### config.mk
export PLATFORM = sky130hd
export DESIGN_NAME = div_unit
export DESIGN_NICKNAME = d
export VERILOG_FILES = /design/src/rtl/div_unit_pkg.sv /design/src/rtl/div_step.sv /design/src/rtl/div_unit.sv
export SDC_FILE = /design/constraint.sdc
export NUM_CORES = 1
export LEC_CHECK = 0
export CAP_MARGIN = 20
export CELL_PAD_IN_SITES_DETAIL_PLACEMENT = 0
export CELL_PAD_IN_SITES_GLOBAL_PLACEMENT = 1
export CORE_UTILIZATION = 25
export DETAILED_ROUTE_END_ITERATION = 7
export PLACE_DENSITY = 0.5
export SLEW_MARGIN = 30
export SYNTH_ARGS = -nofsm -noshare
export SYNTH_HDL_FRONTEND = slang
export SYNTH_SLANG_ARGS = --single-unit
### constraint.sdc
create_clock -name clk -period 5.9 [get_ports clk]
set_input_delay 0.885 -clock clk [delete_from_list [all_inputs] [get_ports clk]]
set_output_delay 0.885 -clock clk [all_outputs]
set_load 0.03 [all_outputs]
### src/rtl/div_unit_pkg.sv
// rtl/div_unit_pkg.sv - shared constants and FSM state encoding for the iterative divider
package div_unit_pkg;
   localparam int DIV_WIDTH = 32;

   typedef enum logic [1:0] {
      DIV_IDLE = 2'd0,
      DIV_BUSY = 2'd1,
      DIV_DONE = 2'd2
   } div_state_e;
endpackage

### src/rtl/div_step.sv
// rtl/div_step.sv - one radix-2 restoring step: shift in a dividend bit, trial-subtract the divisor
module div_step #(
   parameter int WIDTH = 32
) (
   input  logic [WIDTH-1:0] rem_in,
   input  logic             bit_in,
   input  logic [WIDTH-1:0] divisor,
   output logic [WIDTH-1:0] rem_out,
   output logic             q_bit
);
   logic [WIDTH:0]   shifted;
   logic [WIDTH+1:0] trial;

   // One extra bit beyond WIDTH+1 carries the borrow that marks a negative trial.
   always_comb begin
      shifted = {rem_in, bit_in};
      trial   = {1'b0, shifted} - {2'b00, divisor};
      q_bit   = ~trial[WIDTH+1];
      rem_out = q_bit ? trial[WIDTH-1:0] : shifted[WIDTH-1:0];
   end
endmodule

### src/rtl/div_unit.sv
// rtl/div_unit.sv - multi-cycle restoring divider with start/busy/done handshake
// Optional signed support: DIV_SIGNED_EN
module div_unit
   import div_unit_pkg::*;
#(
   parameter int WIDTH = DIV_WIDTH
) (
   input  logic             clk,
   input  logic             rst,
   input  logic             start,
   input  logic             is_signed,
   input  logic             cancel,
   input  logic [WIDTH-1:0] a,
   input  logic [WIDTH-1:0] b,
   output logic             busy,
   output logic             done,
   output logic [WIDTH-1:0] quotient,
   output logic [WIDTH-1:0] remainder,
   output logic             div_by_zero
);
   localparam int CW = $clog2(WIDTH + 1);

   div_state_e       state, next_state;
   logic [WIDTH-1:0] rem, dvd, dvs;
   logic [CW-1:0]    cnt;
   logic             zero_div, accept, b_zero;
   logic [WIDTH-1:0] a_mag, b_mag, q_res, r_res, rem_next;
   logic             q_bit;

   assign b_zero = (b == '0);

`ifdef DIV_SIGNED_EN
   logic a_neg, b_neg, neg_q, neg_r;

   always_comb begin
      a_neg = is_signed & a[WIDTH-1];
      b_neg = is_signed & b[WIDTH-1];
      a_mag = a_neg ? -a : a;
      b_mag = b_neg ? -b : b;
      q_res = neg_q ? -dvd : dvd;
      r_res = neg_r ? -rem : rem;
   end

   // Divide-by-zero keeps the all-ones quotient, while the remainder re-signs back to a.
   always_ff @(posedge clk or posedge rst) begin
      if (rst) begin
         neg_q <= 1'b0;
         neg_r <= 1'b0;
      end else if (accept) begin
         neg_q <= (a_neg ^ b_neg) & ~b_zero;
         neg_r <= a_neg;
      end
   end
`else
   logic unused_is_signed;
   assign unused_is_signed = is_signed;

   always_comb begin
      a_mag = a;
      b_mag = b;
      q_res = dvd;
      r_res = rem;
   end
`endif

   div_step #(.WIDTH(WIDTH)) u_step (
      .rem_in  (rem),
      .bit_in  (dvd[WIDTH-1]),
      .divisor (dvs),
      .rem_out (rem_next),
      .q_bit   (q_bit)
   );

   always_comb begin
      next_state = state;
      accept     = 1'b0;
      case (state)
         DIV_IDLE, DIV_DONE: begin
            next_state = DIV_IDLE;
            if (start && !cancel) begin
               accept     = 1'b1;
               next_state = DIV_BUSY;
            end
         end
         DIV_BUSY: begin
            if (cancel)
               next_state = DIV_IDLE;
            else if (cnt == '0)
               next_state = DIV_DONE;
         end
         default: next_state = DIV_IDLE;
      endcase
   end

   assign busy = (state == DIV_BUSY);
   assign done = (state == DIV_DONE);

   // A zero divisor loads a zero count, so the single BUSY cycle only writes the results.
   always_ff @(posedge clk or posedge rst) begin
      if (rst) begin
         state       <= DIV_IDLE;
         rem         <= '0;
         dvd         <= '0;
         dvs         <= '0;
         cnt         <= '0;
         zero_div    <= 1'b0;
         quotient    <= '0;
         remainder   <= '0;
         div_by_zero <= 1'b0;
      end else begin
         state <= next_state;
         if (accept) begin
            dvs      <= b_mag;
            zero_div <= b_zero;
            cnt      <= b_zero ? '0 : CW'(WIDTH);
            rem      <= b_zero ? a_mag : '0;
            dvd      <= b_zero ? '1 : a_mag;
         end else if (state == DIV_BUSY && !cancel) begin
            if (cnt != '0) begin
               rem <= rem_next;
               dvd <= {dvd[WIDTH-2:0], q_bit};
               cnt <= cnt - 1'b1;
            end else begin
               quotient    <= q_res;
               remainder   <= r_res;
               div_by_zero <= zero_div;
            end
         end
      end
   end
endmodule
==> impl_metrics.toml, run 1 <==
[logic_synthesis]
synth_common_cells = "nand2_1 (296), dfrtp_1 (170), nor2_1 (85)"
syn-mean-instance-area_sq_um = 8.534
synth_fp_nets = 1152
synth-edff-count = 0
synth_cell_types = 60
synthArstFlopShare_pct = 100.0
yosysWarnings = 0
netlist_instances = 1048
yosys-top-cells-area = "dfrtp_1 (48%), nand2_1 (12%), ha_1 (4.8%)"
seq_area_frac_synth_pct = 47.57
synth_most_common_cell = "nand2_1"
ys.flop_type = "dfrtp_1"
post-synth-top-area-cell = "dfrtp_1"
synth-seq-cells = 170
synth_top_area_share_pct = 47.57
netlist_area_sq_mm = 0.008944

[timing]
layout_min_cycle_time_ps = 3647
rsz0062_at_grt = "false"
worst_slew_pin_slew_ps = 844.1
hold_viol_final = 0
finalSetupViolCount = 0
skew_ps = 18.51
max_slew_margin_pct = 43.24
finalSetupTns_ps = 0
post-route-worst-setup-slack_ps = 2253
fmax_mhz = 274.2
post-route-period-util_pct = 61.81
final_max_slew_viol_count = 0

[grt]
grt_pass1_wl_um = 46110
grt_use_total_pct = 16.70
grt_antenna_before_repair = 0
globalRouteOverflowTotal = 0
grt_max_degree = 100
grt_pass1_vias = 7733

[power]
pwr-share-comb_pct = 51.9
clkPwrFrac_pct = 16.9
power.internal_mw = 3.587
switchingPower_mw = 2.858
finalPower_mw = 6.444
pwr-share-seq_pct = 31.2
power-per-cell-area_mw_per_mm2 = 570.8
swShare_pct = 44.34
leakage_nw = 5.132
ir_drop_uv = 226.6

[critical_path]
slowest_delay_ps = 770
slowest_stage = "o31ai_1"
worst_ep_arrival_time_ps = 4000
worst-path-max-fanout = 4
critPathRequiredTime_ps = 6260
worst_path_most_repeated_cell = "a31oi_1"
start_kind = "flop"
crit_family = "compound AO/OA/AOI/OAI gates"
crit_buf_inv = 1
path_cells = "inv_1 -> ha_1 -> fa_1 -> nand2b_1 -> a21oi_1 -> o21ai_1 -> a21oi_2 -> a31oi_1 -> o31ai_1 -> a31oi_1 -> or4_1 -> o211ai_1"
crit_type = "flop to flop"
worstSetupEndpointType = "flop"

[route]
via_count = 7600
drcViolationCount = 0
drt_first_iter_violations = 424
detail-route-antenna-nets = 0
first_pass_iters = 8
wire_per_inst_um = 18.15
wirelength_um = 29530
viasPerCell = 4.671

[cells_and_area]
area_delta_synth_final_pct = 26.23
antenna_cells = 0
nNetsFinal = 1263
drive_above_1_share_pct = 5.717
final_area_sq_mm = 0.01129
instances_no_fill = 1627

[placement]
io_buffer_count = 134
pre_cts_slack_ps = 1786
dp_hpwl_um = 20880
place_congestion = 0.7632
place_area_sq_mm = 0.01075
placed_cells = 1595

[min_path]
hold_path_class = "flop to flop"

[cts]
hold_buffers = 0
tritoncts = "built"
clk_transition_reported_paths_ps = 70
cts-htree-levels = 4
clock_latency_ps = 450
cts_buffers = 17
clk_path_buf_depth = 2
cts.sinks = 170
ctsResizeCount = 0
cts-root-buf = "clkbuf_16"
post_cts_buffers = 0

[floorplan]
die_x_um = 191.1
die_y_um = 191.1
die_area_sq_mm = 0.03653
io-pin-count = 136
num_rows = 68
core_area_sq_mm = 0.03488
start_util_pct = 25.64

[status]
status = "finished clean"

[run]
cap_violations = 0
cell usage in the layout, fill, tap and decap left out, types with 4 or more instances in the layout:
| cell type | n |
|---|---|
| nand3_1 | 5 |
| nand2_1 | 296 |
| and2_1 | 4 |
| nor4_1 | 10 |
| clkdlybuf4s50_1 | 134 |
| inv_1 | 41 |
| o211ai_1 | 5 |
| clkbuf_16 | 17 |
| o21bai_1 | 5 |
| nor2_1 | 84 |
| a221oi_1 | 24 |
| a21o_1 | 24 |
| nand2b_1 | 5 |
| or3_1 | 4 |
| ha_1 | 34 |
| nand4_1 | 5 |
| dfrtp_1 | 170 |
| o21a_1 | 9 |
| mux2_2 | 5 |
| buf_4 | 12 |
| xnor2_1 | 17 |
| xor2_1 | 11 |
| o22ai_1 | 4 |
| o21ai_0 | 83 |
| clkinv_4 | 5 |
| a21oi_1 | 73 |
| a221o_1 | 4 |
| and3_1 | 6 |
| a31oi_1 | 8 |
| nor2b_1 | 6 |
metrics by stage:
step | util [%] | hold WS [ps]
2_1_floorplan | - | 439.5
3_3_place_gp | 30.80 | 459.8
3_5_place_dp | 30.80 | 461.9
4_1_cts | 32.36 | 481.8
5_1_grt | 32.36 | 498.8
6_report | 32.36 | 472.6
cell families (layout without fill, tap and decap cells):
logic type / after synthesis / after routing / share of synthesized area, %
AOI/OAI and AO/OA: 261 / 261 / 18.16
xor gates and xnor gates: 28 / 28 / 2.742
adders and majority gates: 35 / 35 / 4.980
buffers and inverters: 97 / 221 / 4.267
DFF: 170 / 170 / 47.57
muxes: 10 / 10 / 1.217
and+or+nand+nor: 447 / 447 / 21.07
worst paths after layout:
kind / from / to / slack (ps) / cells past startpoint
max in group asynchronous: rst / dvs[19] / 3960 / 3
min: quotient[22] / quotient[22] / 470 / 2
min in group asynchronous: rst / div_by_zero / 970 / 2
max: dvd[31] / r_res[26] / 2250 / 12
max reg2reg: dvd[31] / r_res[26] / 2250 / 12
min reg2reg: quotient[22] / quotient[22] / 470 / 2
routing by layer:
metal | global-route usage, % | share of wire [%]
met5 | 0 | 0
met4 | 3.785 | 0.77
met3 | 2.387 | 3.3
met2 | 25.53 | 44
met1 | 24.62 | 52
state kept, by name, summed over array words and instances, names as in the netlist:
name / flops
cnt: 6
dvs: 32
remainder: 32
r_res: 32
quotient: 32
dvd: 32
div_by_zero: 1
zero_div: 1
state: 2
tightest hold or removal path, stage by stage, from the launching register on:
cell and delay [ps]:
dfrtp_1 340, nand2_1 50, nand2_1 50
power by group through the flow:
stage               Sequential [mW]  Clock [mW]  Combinational (mW)
finish                         2.01        1.09                3.34
global route                   2.08        1.17                3.73
CTS                            2.02        1.13                3.38
detailed placement             2.04           0                3.36
global placement               2.04           0                3.37
floorplan                      2.29           0                2.02
area by class of cell:
cell class | instances | area (sq um)
Clock buffer | 17 | 425.4
Multi-Input combinational cell | 781 | 4322
Inverter | 43 | 168.9
Sequential cell | 170 | 4254
Clock inverter | 15 | 118.9
Timing Repair Buffer | 146 | 1431
Tap cell | 455 | 569.3
Fill cell | 3763 | 23590
Power figures use the tool's default switching activity.
==> run 2: changes to the inputs <==
--- a/config.mk
+++ b/config.mk
@@ -10,7 +10,7 @@
 export CELL_PAD_IN_SITES_GLOBAL_PLACEMENT = 1
 export CORE_UTILIZATION = 25
 export DETAILED_ROUTE_END_ITERATION = 7
-export PLACE_DENSITY = 0.5
+export PLACE_DENSITY = 0.52
 export SLEW_MARGIN = 30
 export SYNTH_ARGS = -nofsm -noshare
 export SYNTH_HDL_FRONTEND = slang
==> constraint.sdc (replaced) <==
create_clock -name clk -period 3.15 [get_ports clk]
set_input_delay 0.4725 -clock clk [delete_from_list [all_inputs] [get_ports clk]]
set_output_delay 0.4725 -clock clk [all_outputs]
set_load 0.03 [all_outputs]
==> run 2 against run 1 <==
  * Clock-buffer cell count increased by 1
  * Via count is 2.8% higher
  * First-iteration DRC count rose by 7.1%
  * Wire length rose by 2.8%
  * Combinational power rose by 110%
  * Setup slack lost 2100 ps
  * Register-to-register slack lost 2100 ps
  * Total power is 100% higher
  * Largest cell class unchanged
  * Largest power group unchanged
==> impl_metrics.toml, run 2 (synthesis results as in run 1) <==
[placement]
place_congestion = 0.8102
dp_hpwl_um = 21990
placed_cells = 1647
pre_cts_slack_ps = -7.590
io_buffer_count = 134

[route]
detail-route-antenna-nets = 0
first_pass_iters = 4
wire_per_inst_um = 18.05
via_count = 7809
viasPerCell = 4.643
wirelength_um = 30360
drcViolationCount = 0
drt_first_iter_violations = 454

[run]
cap_violations = 0

[grt]
grt_antenna_before_repair = 2
grt_pass1_vias = 7775
grt_max_degree = 70
grt_use_total_pct = 17.11
grt_pass1_wl_um = 47250
globalRouteOverflowTotal = 0

[critical_path]
crit_type = "flop to flop"
worstSetupEndpointType = "flop"
start_kind = "flop"
slowest_stage = "a221oi_1"
crit_family = "compound AO/OA/AOI/OAI gates"
slowest_delay_ps = 460
path_cells = "inv_1 -> ha_1 -> and2_1 -> a221oi_1 -> a211o_1 -> nand3_2 -> buf_4 -> a21oi_1 -> o21ai_0 -> xor2_1 -> nand2_1 -> a21oi_1"
worst-path-max-fanout = 4
crit_buf_inv = 2
worst_path_most_repeated_cell = "a21oi_1"
critPathRequiredTime_ps = 3510
worst_ep_arrival_time_ps = 3380

[cells_and_area]
area_delta_synth_final_pct = 32.81
nNetsFinal = 1317
instances_no_fill = 1682
drive_above_1_share_pct = 10.44
layout_commonest_cell = "nand2_1"
final_cell_mix = "nand2_1 (296), dfrtp_1 (170), clkdlybuf4s50_1 (134), nor2_1 (84), o21ai_0 (83)"
fin_util_pct = 34.05

[floorplan]
die_x_um = 191.1
core_area_sq_mm = 0.03488
num_rows = 68
io-pin-count = 136
start_util_pct = 25.64
die_area_sq_mm = 0.03653
die_y_um = 191.1

[power]
finalPower_mw = 12.97
leakage_nw = 5.453
power-per-cell-area_mw_per_mm2 = 1092
ir_drop_uv = 461.6

[cts]
cts.sinks = 170
cts_buffers = 17
clock_latency_ps = 440
clk_path_buf_depth = 2
tritoncts = "built"
clk_transition_reported_paths_ps = 70
cts-root-buf = "clkbuf_16"
cts-htree-levels = 4

[timing]
fmax_mhz = 331.2
max_slew_margin_pct = 54.19
skew_ps = 12.53
layout_min_cycle_time_ps = 3019
rsz0062_at_grt = "false"
worst_slew_pin_slew_ps = 686.5
finalSetupViolCount = 0
post-route-worst-setup-slack_ps = 131.1
final_max_slew_viol_count = 0
post-route-period-util_pct = 95.84
hold_viol_final = 0

[min_path]
hold_path_class = "input port to async pin"

[status]
status = "finished clean"
## run 2: changes by cell type in the layout (fill, tap and decap cells not counted), moves of 2 or more
cell,change
bufinv_16,+2
buf_4,+47
buf_12,+6
clkinv_2,-2
## run 2: final cells by class
type,instances,area [sq um]
sequential,170,4254
fill,3782,23010
inverter,43,165.2
clock buffer,18,439.2
clock inverter,14,161.4
timing repair buffer,199,1904
antenna,1,2.502
multi-input combinational,782,4382
tap,455,569.3
## run 2: path summary, 6_finish.rpt
path,start,to,slack (ps),cells past startpoint
hold reg to reg,quotient[17],quotient[17],470,2
setup / recovery,dvs[4],r_res[23],130,12
hold / removal,rst,quotient[5],330,2
min in group clk,quotient[17],quotient[17],470,2
setup reg to reg,dvs[4],r_res[23],130,12
max in group asynchronous,rst,remainder[18],2140,3
## run 2: where the power goes
part	leakage, nW	total [mW]	internal [mW]	switching [mW]
Combinational	3.05	7.03	3.11	3.92
Sequential	2.11	3.73	3.06	0.672
Clock	0.290	2.21	1.21	1.00
## run 2: what timing repair did
action	CTS	global route
hold buffers	0	0
gates resized for setup	1	10
pin swaps	1	5
endpoints found under the setup margin	2	6
setup buffers	0	1
cloned	1	0
## run 2: through the flow
step	TNS, ps	hold WS (ps)	instance area (sq um)
floorplan	0	439.5	8947
global placement	-47.05	461.5	11200
detailed placement	-7.590	461.5	11200
CTS	0	319.1	11810
global route	0	323.6	11880
finish	0	325.1	11880
## run 2: per-layer routing
metal | vias to the layer above | global-route usage [%] | routed length [um]
li1 | 3906 | - | -
met1 | 3753 | 26.08 | 16170
met2 | 129 | 24.92 | 12870
met3 | 21 | 2.295 | 887
met4 | 0 | 4.548 | 434
met5 | - | 0 | 0
